--- config.mk ---
export PLATFORM = sky130hd
export DESIGN_NAME = traffic_phase_ctrl
export DESIGN_NICKNAME = d
export VERILOG_FILES = /design/src/rtl/traffic_phase_ctrl_pkg.sv /design/src/rtl/traffic_phase_ctrl_phase_timer.sv /design/src/rtl/traffic_phase_ctrl.sv
export SDC_FILE = /design/constraint.sdc
export NUM_CORES = 1
export LEC_CHECK = 0
export ABC_AREA = 1
export CORE_MARGIN = 2
export CORE_UTILIZATION = 48
export CTS_BUF_LIST = sky130_fd_sc_hd__clkbuf_8
export CTS_CLUSTER_SIZE = 30
export DETAILED_ROUTE_END_ITERATION = 8
export PLACE_DENSITY = 0.78
export RECOVER_POWER = 25
export SLEW_MARGIN = 20
export SYNTH_ARGS = -nofsm -noshare
export SYNTH_HDL_FRONTEND = slang
export SYNTH_SLANG_ARGS = --single-unit
--- constraint.sdc ---
create_clock -name clk -period 1.4 [get_ports clk]
set_input_delay 0.42 -clock clk [delete_from_list [all_inputs] [get_ports clk]]
set_output_delay 0.42 -clock clk [all_outputs]
set_load 0.005 [all_outputs]
--- src/rtl/traffic_phase_ctrl_pkg.sv ---
// Shared phase codes and default timings for the traffic signal phase sequencer.
// The phase code is driven straight onto the lamp demux selects as {sel0, sel1}.
package traffic_phase_ctrl_pkg;

   localparam int unsigned PHASE_W = 2;

   typedef enum logic [PHASE_W-1:0] {
      PH_RED    = 2'b00,
      PH_YELLOW = 2'b01,
      PH_GREEN  = 2'b10
   } phase_e;

   localparam int unsigned DEF_T_RED       = 5;
   localparam int unsigned DEF_T_GREEN     = 6;
   localparam int unsigned DEF_T_YELLOW    = 2;
   localparam int unsigned DEF_T_MIN_GREEN = 3;
   localparam int unsigned DEF_CNT_W       = 8;

endpackage

--- src/rtl/traffic_phase_ctrl_phase_timer.sv ---
// Loadable down-counter holding the ticks left in the current phase minus one.
// Load wins over decrement; the count saturates at zero.
module traffic_phase_ctrl_phase_timer #(
   parameter int unsigned      CNT_W   = 8,
   parameter logic [CNT_W-1:0] RST_VAL = '0
) (
   input  logic             clk,
   input  logic             rst,
   input  logic             load,
   input  logic [CNT_W-1:0] load_val,
   input  logic             dec,
   output logic             zero,
   output logic [CNT_W-1:0] count
);

   assign zero = (count == '0);

   always_ff @(posedge clk or posedge rst) begin
      if (rst) begin
         count <= RST_VAL;
      end else if (load) begin
         count <= load_val;
      end else if (dec && !zero) begin
         count <= count - CNT_W'(1);
      end
   end

endmodule

--- src/rtl/traffic_phase_ctrl.sv ---
// Timed RED->GREEN->YELLOW phase sequencer for one signal head, advancing on tick,
// with a latched pedestrian request that cuts GREEN short and an enable that freezes it.
module traffic_phase_ctrl
   import traffic_phase_ctrl_pkg::*;
#(
   parameter int unsigned T_RED       = DEF_T_RED,
   parameter int unsigned T_GREEN     = DEF_T_GREEN,
   parameter int unsigned T_YELLOW    = DEF_T_YELLOW,
   parameter int unsigned T_MIN_GREEN = DEF_T_MIN_GREEN,
   parameter int unsigned CNT_W       = DEF_CNT_W
) (
   input  logic             clk,
   input  logic             rst,
   input  logic             tick,
   input  logic             en,
   input  logic             ped_req,
   output logic             lamp_en,
   output logic             sel0,
   output logic             sel1,
   output logic             ped_ack,
   output logic [CNT_W-1:0] remain
);

   localparam logic [CNT_W-1:0] LD_RED     = CNT_W'(T_RED - 1);
   localparam logic [CNT_W-1:0] LD_GREEN   = CNT_W'(T_GREEN - 1);
   localparam logic [CNT_W-1:0] LD_YELLOW  = CNT_W'(T_YELLOW - 1);
   // Timer value at or below which a pending request ends GREEN after T_MIN_GREEN ticks.
   localparam logic [CNT_W-1:0] GREEN_EXIT = CNT_W'(T_GREEN - T_MIN_GREEN);

   phase_e           state_q;
   phase_e           state_d;
   logic             ped_pend_q;
   logic             ped_pend_d;
   logic             ack_d;
   logic             tmr_load;
   logic [CNT_W-1:0] tmr_load_val;
   logic             tmr_dec;
   logic             tmr_zero;
   logic             tick_act;

   assign tick_act = tick & en;

   traffic_phase_ctrl_phase_timer #(
      .CNT_W   (CNT_W),
      .RST_VAL (LD_RED)
   ) u_phase_timer (
      .clk      (clk),
      .rst      (rst),
      .load     (tmr_load),
      .load_val (tmr_load_val),
      .dec      (tmr_dec),
      .zero     (tmr_zero),
      .count    (remain)
   );

   // State, pending-request latch and output registers.
   always_ff @(posedge clk or posedge rst) begin
      if (rst) begin
         state_q    <= PH_RED;
         ped_pend_q <= 1'b0;
         ped_ack    <= 1'b0;
         lamp_en    <= 1'b0;
         sel0       <= 1'b0;
         sel1       <= 1'b0;
      end else begin
         state_q    <= state_d;
         ped_pend_q <= ped_pend_d;
         ped_ack    <= ack_d;
         lamp_en    <= en;
         sel0       <= state_d[1];
         sel1       <= state_d[0];
      end
   end

   // Next-phase and timer control; the timer only moves on an enabled tick.
   always_comb begin
      state_d      = state_q;
      ped_pend_d   = ped_pend_q | ped_req;
      ack_d        = 1'b0;
      tmr_load     = 1'b0;
      tmr_load_val = '0;
      tmr_dec      = 1'b0;

      case (state_q)
         PH_RED: begin
            if (tick_act) begin
               if (tmr_zero) begin
                  state_d      = PH_GREEN;
                  tmr_load     = 1'b1;
                  tmr_load_val = LD_GREEN;
               end else begin
                  tmr_dec = 1'b1;
               end
            end
         end
         PH_GREEN: begin
            if (tick_act) begin
               if (tmr_zero || (ped_pend_q && (remain <= GREEN_EXIT))) begin
                  state_d      = PH_YELLOW;
                  tmr_load     = 1'b1;
                  tmr_load_val = LD_YELLOW;
               end else begin
                  tmr_dec = 1'b1;
               end
            end
         end
         PH_YELLOW: begin
            if (tick_act) begin
               if (tmr_zero) begin
                  state_d      = PH_RED;
                  tmr_load     = 1'b1;
                  tmr_load_val = LD_RED;
                  // A request on this same edge counts as served by this ack.
                  if (ped_pend_q) begin
                     ped_pend_d = 1'b0;
                     ack_d      = 1'b1;
                  end
               end else begin
                  tmr_dec = 1'b1;
               end
            end
         end
         default: begin
            state_d      = PH_RED;
            tmr_load     = 1'b1;
            tmr_load_val = LD_RED;
         end
      endcase
   end

endmodule
; Word level (Yosys, flattened, before mapping)
; Index checks and enable logic that the tools add are counted.
[totals]
wordCells = 55
reg_bits = 15
out_inout_bits = 12
inputBits = 5
[op_classes]
mux = 34
n_lt_le_gt_ge = 1
bitwise_logic = 2
eq_ne = 2
n_addsub = 1
reduce_logical = 8
[op_table]
columns = operator, n
row1 = 8-bit case mux with 3 select lines, 1
row2 = 1-bit two-way mux, 18
row3 = 8-bit two-way mux, 2
row4 = 2-bit two-way mux, 6
row5 = 3-bit two-way mux, 4
row6 = 8-bit by 2-bit less-or-equal comparator with 1-bit output (second input constant), 1
row7 = 8-bit zero test, 1
row8 = 8-bit by 1-bit subtractor with 8-bit output (second input constant), 1
row9 = 2-bit case mux with 3 select lines, 1
row10 = 1-bit case mux with 2 select lines, 2
row11 = 2-bit by 1-bit == test with 1-bit output (second input constant), 1
row12 = 2-bit == test (second input constant), 1
row13 = 1-bit logical AND, 2
row14 = 2-bit zero test, 1
row15 = 2-bit nonzero test, 1
row16 = 2-bit OR reduction, 1
row17 = 1-bit bitwise AND, 1
row18 = 1-bit zero test, 1
row19 = 1-bit logical OR, 1
row20 = 1-bit bitwise OR, 1

; Depth between registers and ports, before layout
[logic_depth]
depth_word = 9
ltp_mapped = 10
mapped_depth_nobuf = 10

; Cells and area by module
; A second synthesis with hierarchy kept.
[unflattened]
hier_cells = 137
hier_area_um2 = 933.4
[modules_own_cells]
columns = mod, cells_per_inst, seq_area_each_um2, instances, area_per_inst_um2
row1 = traffic_phase_ctrl_phase_timer, 91, 201.4, 1, 625.6
row2 = traffic_phase_ctrl, 46, 125.1, 1, 307.8

; Least setup slack after synthesis
; OpenSTA, ideal clock, no wires.
[synth_path]
kind = reg-to-reg
startpoint = reg u_phase_timer.count[0]
endpoint = reg u_phase_timer.count[3]
period_less_slack_ns = 1.490
t_arrival_ns = 1.419
t_required_ns = 1.329
setup_slack_ns = -0.090
n_path_buf = 0
stages_incl_launch_ff = 9
path_cell_list = dfrtp_1 inv_1 ha_1 or2_4 nand3_2 nor2_4 nor2_4 nand2_1 nor2_1
[synth_via]
elab_chain_len = 8
word_cells_on_any_way = 20
[synth_lines]
columns = element, line_no
row1 = start: declaration, traffic_phase_ctrl_phase_timer.sv:13  ; output logic [CNT_W-1:0] count
row2 = start signal: assignment, traffic_phase_ctrl_phase_timer.sv:22  ; count <= load_val;
row3 = start signal: assignment, traffic_phase_ctrl_phase_timer.sv:24  ; count <= count - CNT_W'(1);
row4 = 8-bit by 2-bit less-or-equal comparator with 1-bit output, traffic_phase_ctrl.sv:98  ; if (tmr_zero || (ped_pend_q && (remain <= GREEN_EXIT))) begin
row5 = 1-bit logical AND, traffic_phase_ctrl.sv:98
row6 = 1-bit logical OR, traffic_phase_ctrl.sv:98
row7 = 1-bit two-way mux, traffic_phase_ctrl.sv:98
row8 = 1-bit two-way mux, traffic_phase_ctrl.sv:97  ; if (tick_act) begin
row9 = 1-bit case mux with 2 select lines, traffic_phase_ctrl.sv:84  ; case (state_q)
row10 = 1-bit logical AND, traffic_phase_ctrl_phase_timer.sv:23  ; end else if (dec && !zero) begin
row11 = 2-bit nonzero test (no line), -
; Parallel ways exist; a longest one is shown, timed or not. The select of a mux whose other input is x is not followed.
; A chain may end at the register's enable or synchronous reset.

; Final worst setup path
[layout_path]
startpoint = reg u_phase_timer.count[0]
endpoint = reg u_phase_timer.count[6]
; Same word-level chain as after synthesis.

==> impl_metrics.env <==
export IMPL_yosysWarnings=0
export IMPL_cts_sinks=13
export IMPL_syn_inst=109
export IMPL_hold_depth=1
export IMPL_syn_area_per_cell_um2=8.139
export IMPL_rsz0062_at_grt="yes"
export IMPL_synth_edf_count=0
export IMPL_yosys_top_cells_area="dfrtp_1 (34%), nand2_1 (8.9%), nand3_1 (6.8%)"
export IMPL_clk_path_buf_depth=2
export IMPL_worstPathArrival_ps=1770
export IMPL_synthDistinctLibCells=23
export IMPL_final_nets=166
export IMPL_hold_buffers=0
export IMPL_clock_root_buffer="clkbuf_8"
export IMPL_final_hold_viol_count=0
export IMPL_maxCapViolCount=0
export IMPL_port_buffers=16
export IMPL_path_max_fanout=3
export IMPL_ir_drop_uv=1422
export IMPL_slew_headroom=0.4670
export IMPL_grt_remaining_overflow=0
export IMPL_instances_no_fill=183
export IMPL_die_w_um=46.99
export IMPL_die_height_um=46.99
export IMPL_setup_viol=11
export IMPL_vias_per_cell=5.230
export IMPL_clk_pin_slew_ps=60
export IMPL_rr_worst_depth=9
export IMPL_async_flop_share=1.000
export IMPL_critPathKind="reg2reg"
export IMPL_timing_final_crit_share=1.135
export IMPL_firstDrtPassIters=4
export IMPL_ys_seq_area_frac=0.3681
export IMPL_crit_required_ps=1580
export IMPL_finClkSkew_ps=1.328
export IMPL_crit_cells=9
export IMPL_p_leak_nw=0.7408
export IMPL_r2r_start="u_phase_timer.count[0]$_DFFE_PP0P_"
export IMPL_syn_num_nets=116
export IMPL_hpwl_mm=1.467
export IMPL_initial_core_util=0.5138
export IMPL_cp_endpoint="u_phase_timer.count[6]$_DFFE_PP0P_"
export IMPL_grt_pass1_vias=845
export IMPL_worst_slack_ps=-189.4
export IMPL_wire_per_inst_um=14.83
export IMPL_h_tree_depth=1
export IMPL_tightestPinTransition_ps=799.5
export IMPL_worstHoldStart="en"
export IMPL_p_per_area_nw_per_um2=1831
export IMPL_start_kind="flop"
export IMPL_dieArea_um2=2208
export IMPL_cts_buffers=3
export IMPL_grt_pass1_wl_mm=3.705
export IMPL_grt_max_degree=14
export IMPL_io_pins=17
export IMPL_tritoncts="done"
export IMPL_slew_viol_final=0
export IMPL_violations="setup timing"
export IMPL_fin_util=0.8312
export IMPL_ys_flop_type="dfrtp_1"
export IMPL_max_freq_ghz=0.6292
export IMPL_clock_latency_ps=250
export IMPL_area_growth_pct=61.78
export IMPL_ant_nets=0
export IMPL_antenna_found_initial=0
export IMPL_ys_seq_elements=13
export IMPL_slowest_delay_ps=410
export IMPL_routed_wl_mm=2.713
export IMPL_grt_usage=0.2467
export IMPL_remaining_drc_errors=0
export IMPL_fin_crit_ps=1589
export IMPL_crit_chain="inv_2 -> buf_4 -> ha_1 -> nand2_1 -> inv_1 -> nand2_1 -> xnor2_1 -> nand3_1 -> nand2_1"
export IMPL_gp_congestion=0.8357
export IMPL_yosys_area_top_type="dfrtp_1"
export IMPL_outcome="finished, violations left"
export IMPL_placementRows=15
export IMPL_crit_start="u_phase_timer.count[0]$_DFFE_PP0P_"
export IMPL_synthesis_area_um2=887.1
export IMPL_slowest_stage="dfrtp_1"
export IMPL_cpLargestDelayFamily="flip-flops"
export IMPL_core_area_um2=1727
export IMPL_placedCellCount=163
export IMPL_crit_top_cell="nand2_1"
export IMPL_num_vias=957
export IMPL_synth_top_cell_area_share=0.3385
export IMPL_worstHoldPathType="in2reg"
export IMPL_crit_buf_inv=3
export IMPL_drive_gt1_frac=0.4620
export IMPL_crit_path_end_kind="flop"
export IMPL_antenna_cells=0
export IMPL_reg2reg_slack_ps=-190
export IMPL_whs_ps=429.6
export IMPL_reg2reg_to="u_phase_timer.count[6]$_DFFE_PP0P_"
export IMPL_drtIter0Drc=16
Yosys cell counts, types with 4 or more instances:
master   count
nor2_4       5
nand2_1     21
inv_1       13
nor2_1      11
nand3_1     12
nand2_2      5
nor2_2       4
inv_2        5
dfrtp_1     12
cells in the final DEF, fill, tap and decap left out, drive strengths merged:
| master | count |
|---|---|
| buf | 27 |
| clkbuf | 5 |
| clkdlybuf4s15 | 1 |
| clkdlybuf4s50 | 2 |
| dfrtp | 12 |
| dfstp | 1 |
| dlygate4sd2 | 11 |
| ha | 2 |
| inv | 19 |
| nand2 | 29 |
| nand3 | 16 |
| nand4 | 3 |
| nor2 | 21 |
| o21ai | 2 |
| o21bai | 1 |
| o22ai | 1 |
| or2 | 2 |
| xnor2 | 2 |
| xor2 | 1 |
per-stage QoR:
step	setup TNS, ps	power, mW	area, um2	setup slack [ps]
global route	-1920	2.786	1435	-253.4
finish	-1253	2.628	1435	-189.4
floorplan	-13.40	1.390	907.1	-4.968
detailed placement	-3052	1.977	1209	-329.2
global placement	-2855	1.938	1209	-314.7
CTS	-551.8	2.456	1361	-89.55
worst min-delay path by stage:
stage	endpoint	slack, ps
after floorplan	lamp_en$_DFF_PP0_	300
after global placement	ped_pend_q$_DFF_PP0_	510
after detailed placement	ped_pend_q$_DFF_PP0_	530
after CTS	lamp_en$_DFF_PP0_	420
after global routing	lamp_en$_DFF_PP0_	440
final	lamp_en$_DFF_PP0_	430
power breakdown:
part	leakage, nW	total [mW]	internal, mW	switching (mW)
clock network	0.0269	0.343	0.194	0.149
logic	0.556	1.63	0.779	0.847
registers	0.158	0.659	0.515	0.144
area by class of cell:
type	instances	area (um2)
tap	25	31.28
sequential	13	327.8
inverter	18	70.07
timing repair buffer	43	366.6
multi-input combinational	80	594.3
clock buffer	3	41.29
clock inverter	1	3.754
fill	113	291.5
worst register-to-register path, delay by kind of cell (launching register included):
family                   cells  cell delay [ps]
AND/OR/NAND/NOR              4              410
buffers and inverters        3              370
XOR/XNOR                     1              150
adder cells (fa/ha/maj)      1              190
flip-flops                   1              410
registers in the layout (all words and copies together), names as in the netlist:
register,flops
u_phase_timer.count,8
lamp_en,1
ped_ack,1
ped_pend_q,1
sel0,1
state_q,1
what timing repair did:
item                       CTS  global route
setup endpoints to repair   20            13
cloned                       1             1
pin swaps                    7            16
gates resized for setup     28            13
setup buffers               11             6
cells by family (layout without fill, tap and decap cells):
logic type / count (synthesis) / in the layout / share of synthesized area
buffers and inverters: 18 / 65 / 0.07617
adder cells (fa/ha/maj): 2 / 2 / 0.02820
flip-flops: 13 / 13 / 0.3681
XOR/XNOR: 3 / 3 / 0.02962
AND/OR/NAND/NOR: 69 / 71 / 0.4626
AO/OA/AOI/OAI: 4 / 4 / 0.03527
per-layer routing:
layer / routed length [um] / track usage / part of all wire / vias up
met2: 1420 / 0.4301 / 0.52 / 46
li1: - / - / - / 443
met3: 125 / 0.04615 / 0.046 / 17
met1: 1056 / 0.2830 / 0.39 / 451
met4: 110 / 0.1333 / 0.041 / 0
met5: 0 / 0 / 0 / -
(Power assumes the default switching activity.)
